===== src/rtl/async_receiver_scard_pkg.sv =====
// Shared definitions for the smartcard UART: clock default, receiver state
// encodings and the even-parity helper used by both receiver and transmitter.
package async_receiver_scard_pkg;

  localparam int UART_CLK = 40_000_000;

  typedef enum logic [2:0] {
    IDLE   = 3'd0,
    START  = 3'd1,
    DATA   = 3'd2,
    PARITY = 3'd3,
    STOP   = 3'd4,
    ERRSIG = 3'd5
  } rxState_t;

  function automatic logic evenParity(input logic [7:0] d);
    return ^d;
  endfunction

  function automatic logic majority3(input logic a, input logic b, input logic c);
    return (a & b) | (a & c) | (b & c);
  endfunction

endpackage


===== src/rtl/async_receiver_scard_baud_tick_gen.sv =====
// Fractional baud accumulator: emits a one-clk tick at 16x the line rate.
// The transmitter can reuse it by dividing the tick down to 1x.
module baud_tick_gen
  import async_receiver_scard_pkg::*;
#(
  parameter int ClkFrequency          = UART_CLK,
  parameter int Baud                  = 9600,
  parameter int BaudGeneratorAccWidth = 16
) (
  input  logic clk,
  input  logic reset,
  output logic tick
);

  localparam int    AccW = BaudGeneratorAccWidth;
  localparam longint IncL =
    ((longint'(Baud) << (AccW - 3)) + (longint'(ClkFrequency) >> 8)) /
    (longint'(ClkFrequency) >> 7);
  localparam logic [AccW:0] Inc = (AccW + 1)'(IncL);

  logic [AccW:0] acc;

  // The carry bit is the tick; it is dropped on the following add.
  always_ff @(posedge clk) begin
    if (reset) acc <= '0;
    else       acc <= {1'b0, acc[AccW-1:0]} + Inc;
  end

  assign tick = acc[AccW];

endmodule


===== src/rtl/async_receiver_scard.sv =====
// ISO 7816-3 T=0 receiver: 16x oversampled 8E1 frames with per-byte error
// flags and an optional error-signal pull-down on parity failure.
module async_receiver_scard
  import async_receiver_scard_pkg::*;
#(
  parameter int ClkFrequency          = UART_CLK,
  parameter int Baud                  = 9600,
  parameter int BaudGeneratorAccWidth = 16,
  parameter bit ErrorSignal           = 1'b1
) (
  input  logic       clk,
  input  logic       reset,
  input  logic       rx_enable,
  input  logic       RxD,
  output logic [7:0] RxD_data,
  output logic       RxD_data_ready,
  output logic       RxD_parity_error,
  output logic       RxD_frame_error,
  output logic       RxD_idle,
  output logic       RxD_err_drive
);

  logic       tick;
  logic       rxMeta, rxSync;
  rxState_t   state;
  logic [3:0] osCnt;
  logic [2:0] bitIdx;
  logic [7:0] shiftReg;
  logic       smp7, smp8;
  logic       parErr;
  logic       armed;
  logic       errPhase;
  logic       bitVal;

  baud_tick_gen #(
    .ClkFrequency         (ClkFrequency),
    .Baud                 (Baud),
    .BaudGeneratorAccWidth(BaudGeneratorAccWidth)
  ) uTick (
    .clk  (clk),
    .reset(reset),
    .tick (tick)
  );

  always_ff @(posedge clk) begin
    if (reset) {rxMeta, rxSync} <= 2'b00;
    else       {rxMeta, rxSync} <= {RxD, rxMeta};
  end

  assign bitVal = majority3(smp7, smp8, rxSync);

  always_ff @(posedge clk) begin
    RxD_data_ready <= 1'b0;
    if (reset) begin
      state            <= IDLE;
      osCnt            <= '0;
      bitIdx           <= '0;
      shiftReg         <= '0;
      smp7             <= 1'b0;
      smp8             <= 1'b0;
      parErr           <= 1'b0;
      armed            <= 1'b0;
      errPhase         <= 1'b0;
      RxD_data         <= '0;
      RxD_parity_error <= 1'b0;
      RxD_frame_error  <= 1'b0;
      RxD_idle         <= 1'b1;
      RxD_err_drive    <= 1'b0;
    end else if (!rx_enable && state != ERRSIG) begin
      state    <= IDLE;
      osCnt    <= '0;
      RxD_idle <= 1'b1;
    end else begin
      if (tick && state != IDLE) begin
        osCnt <= osCnt + 4'd1;
        if (osCnt == 4'd7) smp7 <= rxSync;
        if (osCnt == 4'd8) smp8 <= rxSync;
      end
      case (state)
        IDLE: begin
          // Only a line seen high for a tick may start a frame.
          if (tick && rxSync) armed <= 1'b1;
          if (armed && !rxSync) begin
            state    <= START;
            osCnt    <= '0;
            armed    <= 1'b0;
            RxD_idle <= 1'b0;
          end
        end
        START: if (tick) begin
          if (osCnt == 4'd9 && bitVal) begin
            state    <= IDLE;
            osCnt    <= '0;
            RxD_idle <= 1'b1;
          end else if (osCnt == 4'd15) begin
            state  <= DATA;
            bitIdx <= '0;
          end
        end
        DATA: if (tick) begin
          if (osCnt == 4'd9) shiftReg <= {bitVal, shiftReg[7:1]};
          if (osCnt == 4'd15) begin
            if (bitIdx == 3'd7) state <= PARITY;
            else                bitIdx <= bitIdx + 3'd1;
          end
        end
        PARITY: if (tick) begin
          if (osCnt == 4'd9)  parErr <= bitVal ^ evenParity(shiftReg);
          if (osCnt == 4'd15) state <= STOP;
        end
        STOP: if (tick) begin
          if (osCnt >= 4'd9 && rxSync) armed <= 1'b1;
          if (osCnt == 4'd9) begin
            RxD_data         <= shiftReg;
            RxD_data_ready   <= 1'b1;
            RxD_parity_error <= parErr;
            RxD_frame_error  <= !bitVal;
            if (parErr && ErrorSignal) begin
              state         <= ERRSIG;
              osCnt         <= '0;
              errPhase      <= 1'b0;
              RxD_err_drive <= 1'b1;
            end
          end else if (osCnt == 4'd15) begin
            state    <= IDLE;
            RxD_idle <= 1'b1;
          end
        end
        ERRSIG: if (tick) begin
          // One ETU of pull-down, then one ETU of guard time.
          if (errPhase && rxSync) armed <= 1'b1;
          if (osCnt == 4'd15) begin
            if (!errPhase) begin
              errPhase      <= 1'b1;
              RxD_err_drive <= 1'b0;
            end else begin
              state    <= IDLE;
              RxD_idle <= 1'b1;
            end
          end
        end
        default: begin
          state    <= IDLE;
          osCnt    <= '0;
          RxD_idle <= 1'b1;
        end
      endcase
    end
  end

endmodule


===== config.mk =====
export PLATFORM = sky130hd
export DESIGN_NAME = async_receiver_scard
export DESIGN_NICKNAME = d
export VERILOG_FILES = /design/src/rtl/async_receiver_scard_pkg.sv /design/src/rtl/async_receiver_scard_baud_tick_gen.sv /design/src/rtl/async_receiver_scard.sv
export SDC_FILE = /design/constraint.sdc
export NUM_CORES = 1
export LEC_CHECK = 0
export ABC_AREA = 1
export ABC_CLOCK_PERIOD_IN_PS = 1600
export CORE_MARGIN = 5
export CORE_UTILIZATION = 47
export DETAILED_ROUTE_END_ITERATION = 8
export PLACE_DENSITY = 0.65
export SLEW_MARGIN = 30
export SYNTH_ARGS = -nofsm -noshare
export SYNTH_HDL_FRONTEND = slang
export SYNTH_HIERARCHICAL = 1
export SYNTH_SLANG_ARGS = --single-unit

===== constraint.sdc =====
create_clock -name clk -period 1.6 [get_ports clk]
set_input_delay 0.48 -clock clk [delete_from_list [all_inputs] [get_ports clk]]
set_output_delay 0.48 -clock clk [all_outputs]
set_load 0.02 [all_outputs]

# Yosys cells after proc, flatten, opt, wreduce, memory -nomap -nowiden
# Cells that the tools add are included.
dict set report totals {
  latch_bits 0
  mem_bits_rw 0
  mem_count 0
  mem_bits_ro 0
  output_inout_bits 13
  regBits 55
  in_bits 4
  word_cells 161
}
dict set report classes {
  reduce_logical 31
  n_mux 61
  n_addsub 3
  n_eq_ne 37
  shifts 0
  div 0
  bitwise 10
  n_mul 0
  n_lt_le_gt_ge 1
}
# operator n
set op_table {}
lappend op_table {{2-to-1 mux 3 bit} 21}
lappend op_table {{!= test 2 bit, second input constant} 17}
lappend op_table {{2-to-1 mux 4 bit} 7}
lappend op_table {{2-to-1 mux 1 bit} 26}
lappend op_table {{one-hot mux 3 bit (6 select lines)} 1}
lappend op_table {{adder 16 x 8 -> 17 bit, second input constant} 1}
lappend op_table {{one-hot mux 4 bit (4 select lines)} 1}
lappend op_table {{AND reduction 8 bit} 2}
lappend op_table {{!= test 3 bit, second input constant} 5}
lappend op_table {{AND reduction 14 bit} 1}
lappend op_table {{AND reduction 7 bit} 2}
lappend op_table {{== test 4 bit, second input constant} 3}
lappend op_table {{AND reduction 4 bit} 3}
lappend op_table {{!= test 2 x 1 -> 1 bit, second input constant} 5}
lappend op_table {{AND reduction 10 bit} 1}
lappend op_table {{== test 3 bit, second input constant} 3}
lappend op_table {{parity 8 bit} 1}
lappend op_table {{logical AND 1 bit} 7}
lappend op_table {{== test 3 x 2 -> 1 bit, second input constant} 2}
lappend op_table {{one-hot mux 3 bit (2 select lines)} 1}
lappend op_table {{AND reduction 3 bit} 2}
lappend op_table {{nonzero test 3 bit} 2}
lappend op_table {{one-hot mux 1 bit (5 select lines)} 1}
lappend op_table {{adder 4 x 1 -> 4 bit, second input constant} 1}
lappend op_table {{16 further kinds} 27}

# Depth between registers and ports, before layout
# Gate-level depths: netlist of run 1.
dict set report depth {
  depth_word 7
  mapped_depth 13
  depth_no_buf 13
}

# Cells and area by module
# The synthesis of run 1 kept the hierarchy.
# mod n_inst area_per_inst_um2 cells_each seq_area_each_um2
set modules_own_cells {}
lappend modules_own_cells {async_receiver_scard 1 2062.0 299 760.7}
lappend modules_own_cells {baud_tick_gen 1 732.0 100 300.3}

# Worst setup path before layout of run 1
# Ideal clock, no wire load.
dict set report synth_timing {
  kind {flip-flop to flip-flop}
  from {register osCnt[1]}
  to {register RxD_frame_error}
  setup_time_ns 0.066
  path_buffers 1
  setup_slack_ns 0.184
  synth_period_minus_slack_ns 1.416
  required_ns 1.534
  arrival_time_ns 1.350
  path_stages_with_launch 12
  path_cell_list {dfxtp_1 -> inv_1 -> ha_1 -> nand3_1 -> inv_2 -> nand2_1 -> inv_2 -> nand2_4 -> nor2_8 -> buf_6 -> o21ai_1 -> a21oi_2}
}
dict set report synth_between {
  elab_chain_len 2
}
# element line
set synth_lines {}
lappend synth_lines {{start, declared} async_receiver_scard.sv:26} ;# logic [3:0] osCnt;
lappend synth_lines {{start signal, assigned} async_receiver_scard.sv:75} ;# osCnt <= osCnt + 4'd1;
lappend synth_lines {{== test 4 bit} async_receiver_scard.sv:113} ;# if (osCnt == 4'd9) begin
lappend synth_lines {{AND reduction 4 bit (no line)} n/a}
lappend synth_lines {{end signal, assigned} async_receiver_scard.sv:117} ;# RxD_frame_error <= !bitVal;
lappend synth_lines {{end, declared} async_receiver_scard.sv:18} ;# output logic RxD_frame_error,
# No other way between the ends.
# A chain may end at the register's enable or synchronous reset.

# Final worst setup path of run 1
dict set report layout_timing {
  from {register RxD_frame_error}
  to {output RxD_frame_error}
}
# No word-level cell between the ends.

==> flow_summary.ini, run 1 <==
[status]
outcome = complete, no violations

[floorplanning]
rows = 28
design.portCount = 17
initial_utilization_pct = 47.8
die-area_um2 = 7590
die-width_um = 87.1
floorplan.die.height_um = 87.1
placeableCoreArea_um2 = 5850

[worst_setup_path]
worstPathCellList = dlygate4sd2_1
timing.critical_path.slowest_cell_delay_ps = 390
critical_path.top_delay_family = flip-flops
timing.setup.critical_path_class = reg -> out
highest_delay_cell_along_the_critical_path = sky130_fd_sc_hd__dfxtp_1
setup.worst_path.end_class = output port
required_ps = 1120
setup_crit_start_kind = register
cp_arrival_ps = 1040
timing.critical_path.fanout_max = 2
cp_buf_inv_count = 1

[logic_synthesis]
synth.top_cell.area_share_pct = 38.0
synth_compound_area_share_pct = 12.6
synth_warnings = 6
synth_top_family_by_area = simple AND/OR/NAND/NOR gates
synth_seq_area_share_pct = 38.0
synthDominantAreaCellType = sky130_fd_sc_hd__dfxtp_1
synth.distinct_cells = 33
synth_xor_xnor_area_share_pct = 2.82
mappedNetlistArea_um2 = 2790
synth_area_per_cell_um2 = 7.00
post_synth_adder_cell_area_pct = 2.69
synth_cells = 399
yosys-top-cells-area = sky130_fd_sc_hd__dfxtp_1, sky130_fd_sc_hd__nand2_1, sky130_fd_sc_hd__nor2_1, sky130_fd_sc_hd__inv_1, sky130_fd_sc_hd__a21oi_1
postSynthRegisterBits = 53
synthSimpleGateAreaFrac_pct = 35.1
synth_fp_nets = 409
synthMuxAreaShare_pct = 0

[timing]
totalNegativeSetupSlack_ps = 0
timing.max_slew.rel_slack_pct = 80.6
fmax_ghz = 0.657
hold_viol_final = 0
grt_setup_unrepaired = yes
skew_ps = 13.8
timing.final.crit_period_ps = 1520
timing.hold.ws_ps = 413
setup_viol = 0
final.period_utilization_pct = 95.1
actual_transition_at_the_worst_max_transition_pin_ps = 290
drv_slew = 0

[power]
powerDensity_nw_per_um2 = 718
cellLeakagePower_nw = 1.57
ir_worst_vdd_uv = 503
total_power_w = 0.00237

[layout]
layout.core_utilization_pct = 56.5
final_cell_count_no_fill = 516
leading_cell_types_in_the_layout_fill_and_taps_excluded = sky130_fd_sc_hd__nand2_1, sky130_fd_sc_hd__nor2_1, sky130_fd_sc_hd__dfxtp_1
layout.filler_cells = 581
drive_above_1_share_pct = 20.9
design.final.nets = 450
n_antenna_cell = 0
layout_commonest_cell = sky130_fd_sc_hd__nand2_1
area_growth_syn_to_fin_pct = 18.4

[place]
post-dp-hpwl_um = 4480
gp_congestion = 0.939
buffer_ports.inserted = 16
dp_cells = 506

[drt]
route.antenna.remaining_nets = 0
dr.pass1.iters = 4
routed_via_density = 4.84
detail_route.wl_per_cell_um = 11.4
via_count = 2499
routed_wirelength_um = 5890
initialDrtViolationCount = 165
remaining_drcs = 0

[worst_hold_path]
hold_path_class = reg -> reg

[grt]
grt_max_degree = 22
via_count_of_the_first_global_routing_pass = 2293
global_route.usage.total_pct = 16.0
global_route.overflow_total = 0
antenna_found_initial = 0
first_pass_grt_wire_length_um = 9850

[clock_tree]
ctsLongestPathBuffers = 2
cts.clk_slew.worst_paths_ps = 100
cts-htree-levels = 2
cts_root_buf = sky130_fd_sc_hd__clkbuf_8
cts.sinks = 53
num_cts_buffers = 5
clock_insertion_delay_worst_skew_ps = 300
tritoncts = done

[job]
max_cap_violations = 0
[what timing repair did]
item	CTS	global route
setup buffers	0	2
gates resized for setup	15	21
pin swaps	1	8
hold buffers	0	0
setup endpoints to repair	26	30
cloned	0	0
[kinds of logic after synthesis]
family	count (synthesis)
xor+xnor	9
buf+inv	59
simple gates	205
compound gates	67
flops	53
fa+ha+maj	6
[path summary, 6_finish.rpt]
kind                                              startpoint                            to  slack, ps  cells past startpoint
worst max-delay path            RxD_frame_error$_SDFFE_PP0P_               RxD_frame_error         80                      1
worst min-delay path                       rxMeta$_SDFF_PP0_             rxSync$_SDFF_PP0_        410                      2
worst max register to register           osCnt[1]$_SDFF_PP0_  RxD_frame_error$_SDFFE_PP0P_        100                     11
worst min register to register             rxMeta$_SDFF_PP0_             rxSync$_SDFF_PP0_        410                      2
[synthesized netlist by cell type]
master,number
sky130_fd_sc_hd__nor2_4,5
sky130_fd_sc_hd__xnor2_1,3
sky130_fd_sc_hd__nand2_2,6
sky130_fd_sc_hd__inv_2,14
sky130_fd_sc_hd__clkinv_2,1
sky130_fd_sc_hd__buf_6,3
sky130_fd_sc_hd__nor3_1,2
sky130_fd_sc_hd__nor2_1,67
sky130_fd_sc_hd__a211oi_1,1
sky130_fd_sc_hd__clkbuf_1,1
sky130_fd_sc_hd__nand4_1,6
sky130_fd_sc_hd__ha_1,6
sky130_fd_sc_hd__o22ai_1,2
sky130_fd_sc_hd__nor2_8,2
sky130_fd_sc_hd__o21ai_1,17
sky130_fd_sc_hd__xor2_1,6
sky130_fd_sc_hd__buf_1,2
sky130_fd_sc_hd__a21oi_1,26
sky130_fd_sc_hd__inv_1,37
sky130_fd_sc_hd__or2_0,1
sky130_fd_sc_hd__o21ai_0,17
sky130_fd_sc_hd__clkinv_1,1
sky130_fd_sc_hd__and2_1,1
sky130_fd_sc_hd__o21ai_2,1
sky130_fd_sc_hd__nor2_2,7
sky130_fd_sc_hd__dfxtp_1,53
sky130_fd_sc_hd__nand3_1,20
sky130_fd_sc_hd__a31oi_1,1
sky130_fd_sc_hd__nand3_2,4
sky130_fd_sc_hd__a21oi_2,2
sky130_fd_sc_hd__nand2_4,4
sky130_fd_sc_hd__nor3_2,1
sky130_fd_sc_hd__nand2_1,79
[metrics by stage]
| step | area (um^2) | worst slack (ps) |
|---|---|---|
| after floorplan | 2790 | 184 |
| after global placement | 3170 | -171 |
| after detailed placement | 3170 | -184 |
| after CTS | 3240 | 27.2 |
| after global routing | 3310 | -44.9 |
| final | 3310 | 78.4 |
[power by group]
part,total [W],switching (W),internal (W)
sequential,0.00140,0.0000468,0.00135
clock,0.000761,0.000448,0.000313
combinational,0.000212,0.000133,0.0000794
total,0.00237,0.000627,0.00175
[sequential cells by signal (all words and copies together) (netlist names), 3 cells and up]
name and count:
uTick/acc 15, RxD_data 8, shiftReg 8, osCnt 4, bitIdx 3, state 3
[layer usage]
layer	vias to the layer above	wire length, um	share of wire [%]	global-route usage (%)
met4	0	43	0.73	4.46
met3	2	177	3.0	2.84
met1	1119	2970	50	21.4
met5	-	0	0	0
met2	32	2700	46	26.6
li1	1346	-	-	-
[layout make-up]
class | instances | area [um^2] | area share (%)
clock inverter | 2 | 13.8 | 0.416
inverter | 53 | 203 | 6.13
timing repair buffer | 40 | 328 | 9.91
clock buffer | 6 | 72.6 | 2.19
sequential | 53 | 1070 | 32.3
tap | 75 | 93.8 | 2.84
multi-input combinational | 287 | 1530 | 46.2
Note: power is estimated with default switching activity, not from simulation.
==> run 2, diff against run 1 <==
--- a/config.mk
+++ b/config.mk
@@ -8,9 +8,10 @@
 export ABC_AREA = 1
 export ABC_CLOCK_PERIOD_IN_PS = 1600
 export CORE_MARGIN = 5
-export CORE_UTILIZATION = 47
+export CORE_UTILIZATION = 36
+export CTS_CLUSTER_SIZE = 25
 export DETAILED_ROUTE_END_ITERATION = 8
-export PLACE_DENSITY = 0.65
+export RECOVER_POWER = 50
 export SLEW_MARGIN = 30
 export SYNTH_ARGS = -nofsm -noshare
 export SYNTH_HDL_FRONTEND = slang
==> flow_summary.ini, run 2 (synthesis results as in run 1) <==
[layout]
n_antenna_cell = 0
design.final.nets = 453
layout_top_registers = uTick/acc x15, RxD_data x8, shiftReg x8
largest_register = uTick/acc
area_growth_syn_to_fin_pct = 21.3
layout.filler_cells = 836
leading_cell_types_in_the_layout_fill_and_taps_excluded = sky130_fd_sc_hd__nand2_1, sky130_fd_sc_hd__nor2_1, sky130_fd_sc_hd__dfxtp_1
drive_above_1_share_pct = 21.6
layout_commonest_cell = sky130_fd_sc_hd__nand2_1
largest_register_ff_count = 15

[worst_hold_path]
min_from = rxMeta$_SDFF_PP0_
hold_path_class = reg -> reg

[timing]
drv_slew = 0
skew_ps = 18.5
hold_viol_final = 0
final.period_utilization_pct = 94.8
timing.max_slew.rel_slack_pct = 78.8
grt_setup_unrepaired = yes
timing.final.crit_period_ps = 1520
totalNegativeSetupSlack_ps = 0
actual_transition_at_the_worst_max_transition_pin_ps = 318
setup_viol = 0
fmax_ghz = 0.659

[floorplanning]
die-width_um = 98.1
placeableCoreArea_um2 = 7650
rows = 32
design.portCount = 17
floorplan.die.height_um = 98.1
die-area_um2 = 9620
initial_utilization_pct = 36.5

[grt]
antenna_found_initial = 0
global_route.overflow_total = 0
via_count_of_the_first_global_routing_pass = 2410
first_pass_grt_wire_length_um = 10600
grt_max_degree = 22
global_route.usage.total_pct = 12.9

[worst_setup_path]
cp_arrival_ps = 1760
cp_buf_inv_count = 2
worst_path_most_repeated_cell = sky130_fd_sc_hd__nand2_1
required_ps = 1840
slack_of_the_worst_reg_to_reg_path_ps = 80
setup.worst_path.end_class = register
critical_path.top_delay_family = simple AND/OR/NAND/NOR gates
startpoint = osCnt[1]$_SDFF_PP0_
crit-reg2reg-launch = osCnt[1]$_SDFF_PP0_
setup_crit_start_kind = register
worstPathCellList = inv_2 > ha_2 > nand3_4 > buf_4 > a21oi_1 > nand2_1 > nand2_1 > nand2_2 > nand2_1 > nand2_1 > nor2_1
highest_delay_cell_along_the_critical_path = sky130_fd_sc_hd__dfxtp_2
timing.critical_path.fanout_max = 4
timing.critical_path.slowest_cell_delay_ps = 340
timing.setup.critical_path_class = reg -> reg

[clock_tree]
cts-htree-levels = 2
ctsLongestPathBuffers = 2
cts_root_buf = sky130_fd_sc_hd__clkbuf_8
clock_insertion_delay_worst_skew_ps = 320
tritoncts = done
cts.clk_slew.worst_paths_ps = 110
cts.sinks = 53
postCtsHoldBufs = 0
num_cts_buffers = 5

[drt]
routed_wirelength_um = 6020
routed_via_density = 4.68
initialDrtViolationCount = 114
route.antenna.remaining_nets = 0
remaining_drcs = 0
dr.pass1.iters = 4
detail_route.wl_per_cell_um = 11.0
via_count = 2553

[place]
buffer_ports.inserted = 16
gp_congestion = 0.884
post-dp-hpwl_um = 4630

[power]
cellLeakagePower_nw = 1.61
powerDensity_nw_per_um2 = 756
total_power_w = 0.00256
ir_worst_vdd_uv = 458

[status]
outcome = complete, no violations

[job]
max_cap_violations = 0
-- run 2: area by class of cell --
type | instances | area, um^2 | area share [%]
Multi-Input combinational cell | 287 | 1540 | 45.4
Sequential cell | 53 | 1070 | 31.5
Timing Repair Buffer | 43 | 340 | 10.0
Inverter | 53 | 200 | 5.91
Tap cell | 102 | 128 | 3.77
Clock buffer | 5 | 68.8 | 2.03
Clock inverter | 3 | 47.5 | 1.40
-- run 2: metrics by stage --
stage	std cells	instance area (um^2)	util (%)	setup WS (ps)	hold WS [ps]
detailed placement	536	3220	42.2	-182	403
global placement	536	3220	42.2	-152	407
finish	546	3390	44.3	83.1	421
global route	546	3390	44.3	-26.7	455
CTS	544	3320	43.5	23.0	422
floorplan	399	2790	-	184	388
-- run 2: final timing paths --
path / to / depth (start not counted)
max: state[0]$_SDFFE_PP0P_ / 11
min: rxSync$_SDFF_PP0_ / 2
max reg2reg: state[0]$_SDFFE_PP0P_ / 11
min reg2reg: rxSync$_SDFF_PP0_ / 2
-- run 2: worst reg2reg max path, cell delays in order (launching register included) --
cell and delay, ps:
sky130_fd_sc_hd__dfxtp_2 340, sky130_fd_sc_hd__inv_2 50, sky130_fd_sc_hd__ha_2 200, sky130_fd_sc_hd__nand3_4 100, sky130_fd_sc_hd__buf_4 150, sky130_fd_sc_hd__a21oi_1 130, sky130_fd_sc_hd__nand2_1 70, sky130_fd_sc_hd__nand2_1 120
sky130_fd_sc_hd__nand2_2 100, sky130_fd_sc_hd__nand2_1 60, sky130_fd_sc_hd__nand2_1 40, sky130_fd_sc_hd__nor2_1 70
-- run 2: power by group --
part / internal [W] / switching (W) / leakage, nW
Combinational: 0.0000763 / 0.000132 / 1.11
Clock: 0.000478 / 0.000474 / 0.0591
Sequential: 0.00136 / 0.0000472 / 0.432
-- run 2: routing by layer --
metal	track usage (%)	part of all wire, %	wire, um	up-vias
met5	0	0	0	-
met1	17.3	48	2880	1160
met2	21.3	48	2870	36
li1	-	-	-	1353
met3	2.36	3.6	216	4
met4	3.41	0.88	53	0
-- run 2: timing repair --
| action | CTS | global route |
|---|---|---|
| buffers inserted | 0 | 2 |
| gates resized for setup | 13 | 25 |
| endpoints found under the hold margin | 0 | 0 |
| pin swaps | 0 | 7 |
| endpoints found under the setup margin | 13 | 28 |
==> run 3, diff against run 2 <==
--- a/config.mk
+++ b/config.mk
@@ -7,10 +7,12 @@
 export LEC_CHECK = 0
 export ABC_AREA = 1
 export ABC_CLOCK_PERIOD_IN_PS = 1600
+export CAP_MARGIN = 20
 export CORE_MARGIN = 5
-export CORE_UTILIZATION = 36
+export CORE_UTILIZATION = 50
 export CTS_CLUSTER_SIZE = 25
 export DETAILED_ROUTE_END_ITERATION = 8
+export PLACE_DENSITY = 0.69
 export RECOVER_POWER = 50
 export SLEW_MARGIN = 30
 export SYNTH_ARGS = -nofsm -noshare
==> flow_summary.ini, run 3 (synthesis results as in run 1) <==
[status]
outcome = complete, no violations

[power]
int_pwr_w = 0.00173
powerDensity_nw_per_um2 = 710
sequentialPowerShare_pct = 60.1
net-switching-power_w = 0.000601
clock_share_of_power_pct = 31.1
ir_worst_vdd_uv = 570
cellLeakagePower_nw = 1.57
power_frac_comb_pct = 8.8
total_power_w = 0.00233
power.switching_fraction_pct = 25.8

[worst_setup_path]
reg2reg_depth = 10
worstPathCellList = dlygate4sd2_1
highest_delay_cell_along_the_critical_path = sky130_fd_sc_hd__dfxtp_1
slack_of_the_worst_reg_to_reg_path_ps = 90
timing.critical_path.fanout_max = 2
crit-reg2reg-launch = state[0]$_SDFFE_PP0P_
cp_buf_inv_count = 1
setup_crit_start_kind = register
timing.setup.critical_path_class = reg -> out
cp_arrival_ps = 1050
timing.critical_path.slowest_cell_delay_ps = 390
critical_path.top_delay_family = flip-flops
r2r_end = state[0]$_SDFFE_PP0P_
required_ps = 1120
setup.worst_path.end_class = output port

[layout]
largest_register_ff_count = 15
layout.core_utilization_pct = 60.0
leading_cell_types_in_the_layout_fill_and_taps_excluded = sky130_fd_sc_hd__nand2_1, sky130_fd_sc_hd__nor2_1, sky130_fd_sc_hd__dfxtp_1
largest_register = uTick/acc
n_antenna_cell = 0
area_growth_syn_to_fin_pct = 17.6
layout_commonest_cell = sky130_fd_sc_hd__nand2_1
layout_top_registers = uTick/acc x15, RxD_data x8, shiftReg x8
drive_above_1_share_pct = 19.8
final_cell_count_no_fill = 511
design.final.nets = 448

[clock_tree]
cts-htree-levels = 2
cts_root_buf = sky130_fd_sc_hd__clkbuf_8
ctsLongestPathBuffers = 2
num_cts_buffers = 5
postCtsHoldBufs = 0
tritoncts = done
clock_insertion_delay_worst_skew_ps = 300
cts.sinks = 53
cts.clk_slew.worst_paths_ps = 90

[timing]
finalWorstSetupSlack_ps = 71.1
actual_transition_at_the_worst_max_transition_pin_ps = 281
skew_ps = 5.19
final.period_utilization_pct = 95.6
timing.max_slew.rel_slack_pct = 81.2
fmax_ghz = 0.654
timing.final.crit_period_ps = 1530
hold_viol_final = 0
drv_slew = 0
setup_viol = 0
totalNegativeSetupSlack_ps = 0

[worst_hold_path]
whs_endpoint = rxSync$_SDFF_PP0_
min_from = rxMeta$_SDFF_PP0_
hold_path_class = reg -> reg
holdPathStages = 2

[grt]
first_pass_grt_wire_length_um = 10100
global_route.usage.total_pct = 16.9
grt_max_degree = 22
via_count_of_the_first_global_routing_pass = 2326
global_route.overflow_total = 0
antenna_found_initial = 0

[drt]
remaining_drcs = 0
detail_route.wl_per_cell_um = 11.1
routed_via_density = 4.92
dr.pass1.iters = 4
routed_wirelength_um = 5690
initialDrtViolationCount = 134
via_count = 2514
route.antenna.remaining_nets = 0

[place]
post-dp-hpwl_um = 4490
gp_congestion = 0.895
post-place-ws_ps = -183
dp_cells = 501
buffer_ports.inserted = 16

[floorplanning]
die-area_um2 = 7180
die-width_um = 84.8
rows = 27
placeableCoreArea_um2 = 5470
design.portCount = 17
initial_utilization_pct = 51.1
floorplan.die.height_um = 84.8

[job]
max_cap_violations = 0
-- run 3: cell types whose count changed in the layout (fill, tap and decap cells not counted), sizes merged --
cell / before / now
bufinv: 1 / 0
buf: 24 / 21
clkinv: 1 / 4
clkbuf: 8 / 7
inv: 54 / 51
-- run 3: metal layers --
layer	up-vias	global-route usage, %	share of wire, %
met1	1117	22.7	48
met3	9	3.24	4.3
li1	1349	-	-
met2	39	27.8	46
met5	-	0	0
met4	0	4.46	1.5
-- run 3: power groups by stage --
stage | clock, W | combinational [W] | sequential, W
after floorplan | 0 | 0.000163 | 0.00143
after global placement | 0 | 0.000209 | 0.00143
after detailed placement | 0 | 0.000211 | 0.00143
after CTS | 0.000755 | 0.000213 | 0.00140
after global routing | 0.000810 | 0.000236 | 0.00141
final | 0.000726 | 0.000206 | 0.00140
-- run 3: worst max path at each step --
stage	start	endpoint	slack [ps]	cells past startpoint
final	RxD_frame_error$_SDFFE_PP0P_	RxD_frame_error	70	1
after detailed placement	rx_enable	shiftReg[3]$_SDFFE_PP0P_	-180	8
after floorplan	osCnt[1]$_SDFF_PP0_	RxD_frame_error$_SDFFE_PP0P_	180	11
after CTS	osCnt[0]$_SDFF_PP0_	bitIdx[1]$_SDFFE_PP0P_	8	9
after global routing	state[0]$_SDFFE_PP0P_	state[0]$_SDFFE_PP0P_	-10	10
after global placement	rx_enable	shiftReg[3]$_SDFFE_PP0P_	-170	8
-- run 3: layout make-up --
class | instances | area [um^2]
fillers | 532 | 2190
multi-input cells | 287 | 1530
flip-flops and latches | 53 | 1070
repair buffers | 38 | 309
inverters | 53 | 200
well taps | 72 | 90.1
clock buffers | 6 | 72.6
clock inverters | 2 | 10.0
-- run 3: timing repair --
action | in CTS | in global routing
pin swaps | 0 | 5
gates resized for setup | 14 | 20
setup buffers | 0 | 2
setup endpoints to repair | 23 | 29
-- run 3: metrics by stage --
stage | hold slack (ps) | area (um^2)
floorplan | 388 | 2790
finish | 408 | 3290
CTS | 413 | 3220
detailed placement | 400 | 3150
global placement | 392 | 3150
global route | 435 | 3290
-- run 3: worst min-delay path: stages (launching register included) --
cell	delay, ps
sky130_fd_sc_hd__dfxtp_1	310
sky130_fd_sc_hd__inv_1	40
sky130_fd_sc_hd__nor2_1	30
